$ cat src/rtl/atm_pkg.sv
// Shared types and constants for the note dispenser.
// State encoding, error codes and parameter defaults.
package atm_pkg;

  typedef enum logic [2:0] {
    IDLE,
    CHECK,
    DISPENSE,
    WAIT_SENSE,
    DONE,
    ERROR
  } state_e;

  localparam logic [1:0] ERR_NONE   = 2'd0;
  localparam logic [1:0] ERR_AMOUNT = 2'd1;
  localparam logic [1:0] ERR_FUNDS  = 2'd2;
  localparam logic [1:0] ERR_JAM    = 2'd3;

  localparam int NOTE_VALUE_DEF = 20;
  localparam int MAX_NOTES_DEF  = 25;

endpackage

$ cat src/rtl/atm_dispenser.sv
// Cash dispenser: validates a withdrawal, then ejects notes one by one.
// Define ATM_DISP_TIMEOUT_EN to abort when the exit sensor stays silent.
module atm_dispenser
  import atm_pkg::*;
#(
  parameter int NOTE_VALUE  = NOTE_VALUE_DEF,
  parameter int AMT_W       = 10,
  parameter int BAL_W       = 16,
  parameter int MAX_NOTES   = MAX_NOTES_DEF,
  parameter int TIMEOUT_CYC = 1000
) (
  input  logic             clk,
  input  logic             reset,
  input  logic             req_valid,
  output logic             req_ready,
  input  logic [AMT_W-1:0] req_amount,
  input  logic [BAL_W-1:0] balance,
  output logic             note_pulse,
  input  logic             note_sensed,
  output logic             busy,
  output logic             done,
  output logic             err,
  output logic [1:0]       err_code,
  output logic [5:0]       notes_out
);

  localparam int W = (AMT_W > BAL_W) ? AMT_W : BAL_W;

  state_e           state_q, state_d;
  logic [AMT_W-1:0] amt_q, amt_d;
  logic [BAL_W-1:0] bal_q, bal_d;
  logic [5:0]       rem_q, rem_d;
  logic [5:0]       notes_q, notes_d;
  logic [1:0]       code_q, code_d;

  logic [AMT_W-1:0] quo, rmd;
  logic [W-1:0]     amt_x, bal_x;
  logic             bad_amt;

  assign quo     = amt_q / AMT_W'(NOTE_VALUE);
  assign rmd     = amt_q % AMT_W'(NOTE_VALUE);
  assign amt_x   = W'(amt_q);
  assign bal_x   = W'(bal_q);
  assign bad_amt = (amt_q == '0) || (rmd != '0) ||
                   (quo > AMT_W'(MAX_NOTES));

`ifdef ATM_DISP_TIMEOUT_EN
  localparam int TW = $clog2(TIMEOUT_CYC + 1);
  logic [TW-1:0] to_q, to_d;
`else
  logic unused_timeout;
  assign unused_timeout = (TIMEOUT_CYC > 0);
`endif

  always_ff @(posedge clk) begin
    if (reset) begin
      state_q <= IDLE;
      amt_q   <= '0;
      bal_q   <= '0;
      rem_q   <= '0;
      notes_q <= '0;
      code_q  <= ERR_NONE;
`ifdef ATM_DISP_TIMEOUT_EN
      to_q    <= '0;
`endif
    end else begin
      state_q <= state_d;
      amt_q   <= amt_d;
      bal_q   <= bal_d;
      rem_q   <= rem_d;
      notes_q <= notes_d;
      code_q  <= code_d;
`ifdef ATM_DISP_TIMEOUT_EN
      to_q    <= to_d;
`endif
    end
  end

  always_comb begin
    state_d = state_q;
    amt_d   = amt_q;
    bal_d   = bal_q;
    rem_d   = rem_q;
    notes_d = notes_q;
    code_d  = code_q;
`ifdef ATM_DISP_TIMEOUT_EN
    to_d    = to_q;
`endif
    case (state_q)
      IDLE: begin
        if (req_valid) begin
          amt_d   = req_amount;
          bal_d   = balance;
          notes_d = '0;
          code_d  = ERR_NONE;
          state_d = CHECK;
        end
      end
      CHECK: begin
        if (bad_amt) begin
          code_d  = ERR_AMOUNT;
          state_d = ERROR;
        end else if (amt_x > bal_x) begin
          code_d  = ERR_FUNDS;
          state_d = ERROR;
        end else begin
          rem_d   = 6'(quo);
          state_d = DISPENSE;
        end
      end
      DISPENSE: begin
`ifdef ATM_DISP_TIMEOUT_EN
        to_d    = '0;
`endif
        state_d = WAIT_SENSE;
      end
      WAIT_SENSE: begin
        if (note_sensed) begin
          notes_d = notes_q + 6'd1;
          rem_d   = rem_q - 6'd1;
          state_d = (rem_q == 6'd1) ? DONE : DISPENSE;
        end
`ifdef ATM_DISP_TIMEOUT_EN
        else if (to_q == TW'(TIMEOUT_CYC - 1)) begin
          code_d  = ERR_JAM;
          state_d = ERROR;
        end else begin
          to_d = to_q + 1'b1;
        end
`endif
      end
      DONE:    state_d = IDLE;
      ERROR:   state_d = IDLE;
      default: state_d = IDLE;
    endcase
  end

  assign req_ready  = (state_q == IDLE);
  assign busy       = (state_q != IDLE);
  assign note_pulse = (state_q == DISPENSE);
  assign done       = (state_q == DONE);
  assign err        = (state_q == ERROR);
  assign err_code   = code_q;
  assign notes_out  = notes_q;

endmodule

$ cat config.mk
export PLATFORM = sky130hd
export DESIGN_NAME = atm_dispenser
export DESIGN_NICKNAME = d
export VERILOG_FILES = /design/src/rtl/atm_pkg.sv /design/src/rtl/atm_dispenser.sv
export SDC_FILE = /design/constraint.sdc
export NUM_CORES = 1
export LEC_CHECK = 0
export ABC_AREA = 0
export CORE_MARGIN = 10
export CORE_UTILIZATION = 60
export DETAILED_ROUTE_END_ITERATION = 7
export GPL_TIMING_DRIVEN = 0
export PLACE_DENSITY = 0.91
export SLEW_MARGIN = 20
export SYNTH_ARGS = -nofsm -noshare
export SYNTH_HDL_FRONTEND = slang
export SYNTH_SLANG_ARGS = --single-unit
$ cat constraint.sdc
create_clock -name clk -period 4.8 [get_ports clk]
set_clock_uncertainty 0.2 [all_clocks]
set_input_delay 0.72 -clock clk [delete_from_list [all_inputs] [get_ports clk]]
set_output_delay 0.72 -clock clk [all_outputs]
set_load 0.02 [all_outputs]
==> impl_metrics.py <==
metrics = {
    "die": {
        "rows": 26,
        "coreArea_mm2": 0.00520,
        "start_util": 0.631,
        "chipHeight_um": 94.0,
        "io_pins": 43,
        "die-area_mm2": 0.00883,
        "die_x_um": 94.0,
    },
    "synth": {
        "synth-seq-cells": 43,
        "synthAdderAreaFrac": 0.0495,
        "synthMostInstantiatedCell": "nand2_1",
        "synth_ff_type": "dfxtp_1",
        "syn_area_mm2": 0.00328,
        "synthTopCellsByCount": "nand2_1, a21oi_1, dfxtp_1, nor2_1, inv_1",
        "synth.area.top_cells": "dfxtp_1, nand2_1, a21oi_1",
        "synth_compound_area_frac": 0.265,
        "synth.top_cell.area_share": 0.262,
        "synth_cells": 426,
        "yosysUniqueCellTypes": 85,
        "synth_top_area_cell": "dfxtp_1",
        "yosys.area_share.simple": 0.293,
        "synth_nets": 469,
        "synthMuxAreaShare": 0.0160,
        "synth_edf_count": 0,
        "avgSynthCellArea_um2": 7.71,
        "synth_top_family_by_area": "simple AND/OR/NAND/NOR gates",
        "ys_warn_count": 0,
        "synth_xor_area_frac": 0.0244,
        "synth_async_sr_flop_share": 0,
        "ys_seq_area_frac": 0.262,
    },
    "grt": {
        "grt_pass1_vias": 3432,
        "grt_antenna_before_repair": 0,
        "grt_pass1_wl_um": 15800,
        "overflow": 0,
        "grtUsageTotal": 0.216,
        "grt_max_degree": 15,
    },
    "critical_path": {
        "crit_buf_inv": 1,
        "endpoint_kind": "flip-flop",
        "worstPathRequired_ns": 4.81,
        "path_class": "flip-flop to flip-flop",
        "startpoint_type": "flip-flop",
        "critPathSlowestCell": "dfxtp_1",
        "crit_fanout": 10,
        "cp.arrival_ns": 3.09,
        "cpPeakStageDelay_ns": 0.45,
        "crit_chain": "buf_4 > nor4b_1 > a211oi_2 > o211ai_2 > a21boi_2 > a2111oi_4 > a21oi_4 > a311o_1 > a31o_1",
        "cp_top_family": "compound AO/OA/AOI/OAI gates",
    },
    "finish": {
        "n_antenna_cell": 0,
        "fillers": 424,
        "layout.nets": 518,
        "layout-drive-gt1-share": 0.139,
        "ff_latch_area_um2": 861,
        "areaGrowthSynthToFinish_pct": 18.9,
        "multi_input_area_mm2": 0.00213,
    },
    "clock_tree": {
        "worstSkewPairLatency_ns": 0.31,
        "cts_resized": 0,
        "cts-buffers-inserted": 5,
        "clockBufferDepth": 2,
        "cts-hold-fix-buffers": 0,
        "cts.sinks": 43,
        "path_clk_slew_ns": 0.09,
        "h-tree-depth": 2,
        "cts_root_buf": "clkbuf_8",
        "post_cts_buffers": 0,
        "cts_tree": "yes",
    },
    "power": {
        "leakage_uw": 0.00143,
        "ir_drop_mv": 0.211,
        "power_uw": 1250,
        "power_density_mw_per_mm2": 321,
    },
    "placed_design": {
        "place.gp.congestion": 0.962,
        "numPortBuffers": 42,
        "hpwl_um": 7080,
    },
    "detailed_routing": {
        "wire_per_inst_um": 17.2,
        "via_per_inst": 6.25,
        "wirelength_um": 9410,
        "num_vias": 3411,
        "drc": 0,
        "drt_iter0_drc": 312,
        "first_pass_iters": 5,
        "drtAntennaViolNets": 0,
    },
    "timing": {
        "fin_crit_sh": 0.643,
        "worstMarginPinSlew_ns": 0.639,
        "finalCriticalPeriod_ns": 3.09,
        "hold_viol_final": 0,
        "finalMaxSlewViolations": 0,
        "setup_viol": 0,
        "hold_ws_ns": 0.259,
        "fmax_ghz": 0.324,
        "rsz0062_at_grt": "false",
        "fin_tns_setup_ns": 0,
        "slew_headroom": 0.570,
    },
    "worst_hold_path": {
        "hp-class": "flip-flop to flip-flop",
    },
    "job": {
        "max_cap_violations": 0,
    },
    "run_status": {
        "status": "finished clean",
    },
}
==> state kept, by name, summed over array words and instances, names as in the netlist <==
| signal | count |
|---|---|
| bal_q | 16 |
| amt_q | 10 |
| notes_out | 6 |
| rem_q | 6 |
| state_q | 3 |
| err_code | 2 |
==> per-layer routing <==
metal	wire length, um	track usage	vias to the layer above
li1	-	-	1619
met5	0	0	-
met3	721	0.0560	34
met1	3690	0.247	1578
met4	288	0.101	0
met2	4710	0.365	180
==> stage by stage <==
step | instance area (um2) | instances | util | setup WS [ns]
final | 3900 | 546 | 0.750 | 1.71
after global routing | 3900 | 546 | 0.750 | 1.58
after CTS | 3900 | 546 | 0.750 | 1.78
after detailed placement | 3790 | 538 | 0.728 | 1.80
after global placement | 3790 | 538 | 0.728 | 1.85
after floorplan | 3280 | 426 | - | 2.14
==> worst paths after layout <==
| path | start | to | slack [ns] | cells after the start |
|---|---|---|---|---|
| hold / removal | bal_q[4] | bal_q[4] | 0.26 | 2 |
| hold reg to reg | bal_q[4] | bal_q[4] | 0.26 | 2 |
| setup / recovery | amt_q[8] | rem_q[0] | 1.71 | 9 |
| setup reg to reg | amt_q[8] | rem_q[0] | 1.71 | 9 |
==> cell type report <==
class                   instances  area share
multi-input cells             333       0.546
flip-flops and latches         43       0.221
repair buffers                 42       0.108
plain buffers                  29      0.0548
well taps                      70      0.0224
inverters                      21      0.0202
clock buffers                   5      0.0176
clock inverters                 3      0.0112
==> cell usage in the layout (no fill, tap or decap), types with 4 or more instances in the layout <==
cell,instances
dfxtp_1,43
buf_6,8
clkdlybuf4s50_1,42
clkbuf_1,12
nand3_1,12
nor3_1,12
ha_1,13
inv_1,19
nor2b_1,6
clkbuf_8,7
nand2_1,78
a21oi_1,45
a211oi_1,7
a211oi_2,5
o21ai_1,4
o211ai_1,4
nor2_1,24
o21ai_0,13
nor4_1,5
nor3b_1,4
==> power breakdown <==
part | internal [uW] | total, uW | switching (uW)
combinational | 225 | 543 | 318
sequential | 389 | 420 | 31.1
clock | 155 | 290 | 135
total | 770 | 1250 | 484
==> worst min-delay path, delay by kind of cell, from the launching register on <==
kind / cells / cell delay, ns
AOI/OAI and AO/OA: 1 / 0.05
DFF: 1 / 0.31
and+or+nand+nor: 1 / 0.05
==> logic make-up after synthesis <==
family	Yosys count
compound gates	122
xor+xnor	7
fa+ha+maj	13
buf+inv	50
flops	43
mux	5
simple gates	186
Note: power is estimated with default switching activity, not from simulation.
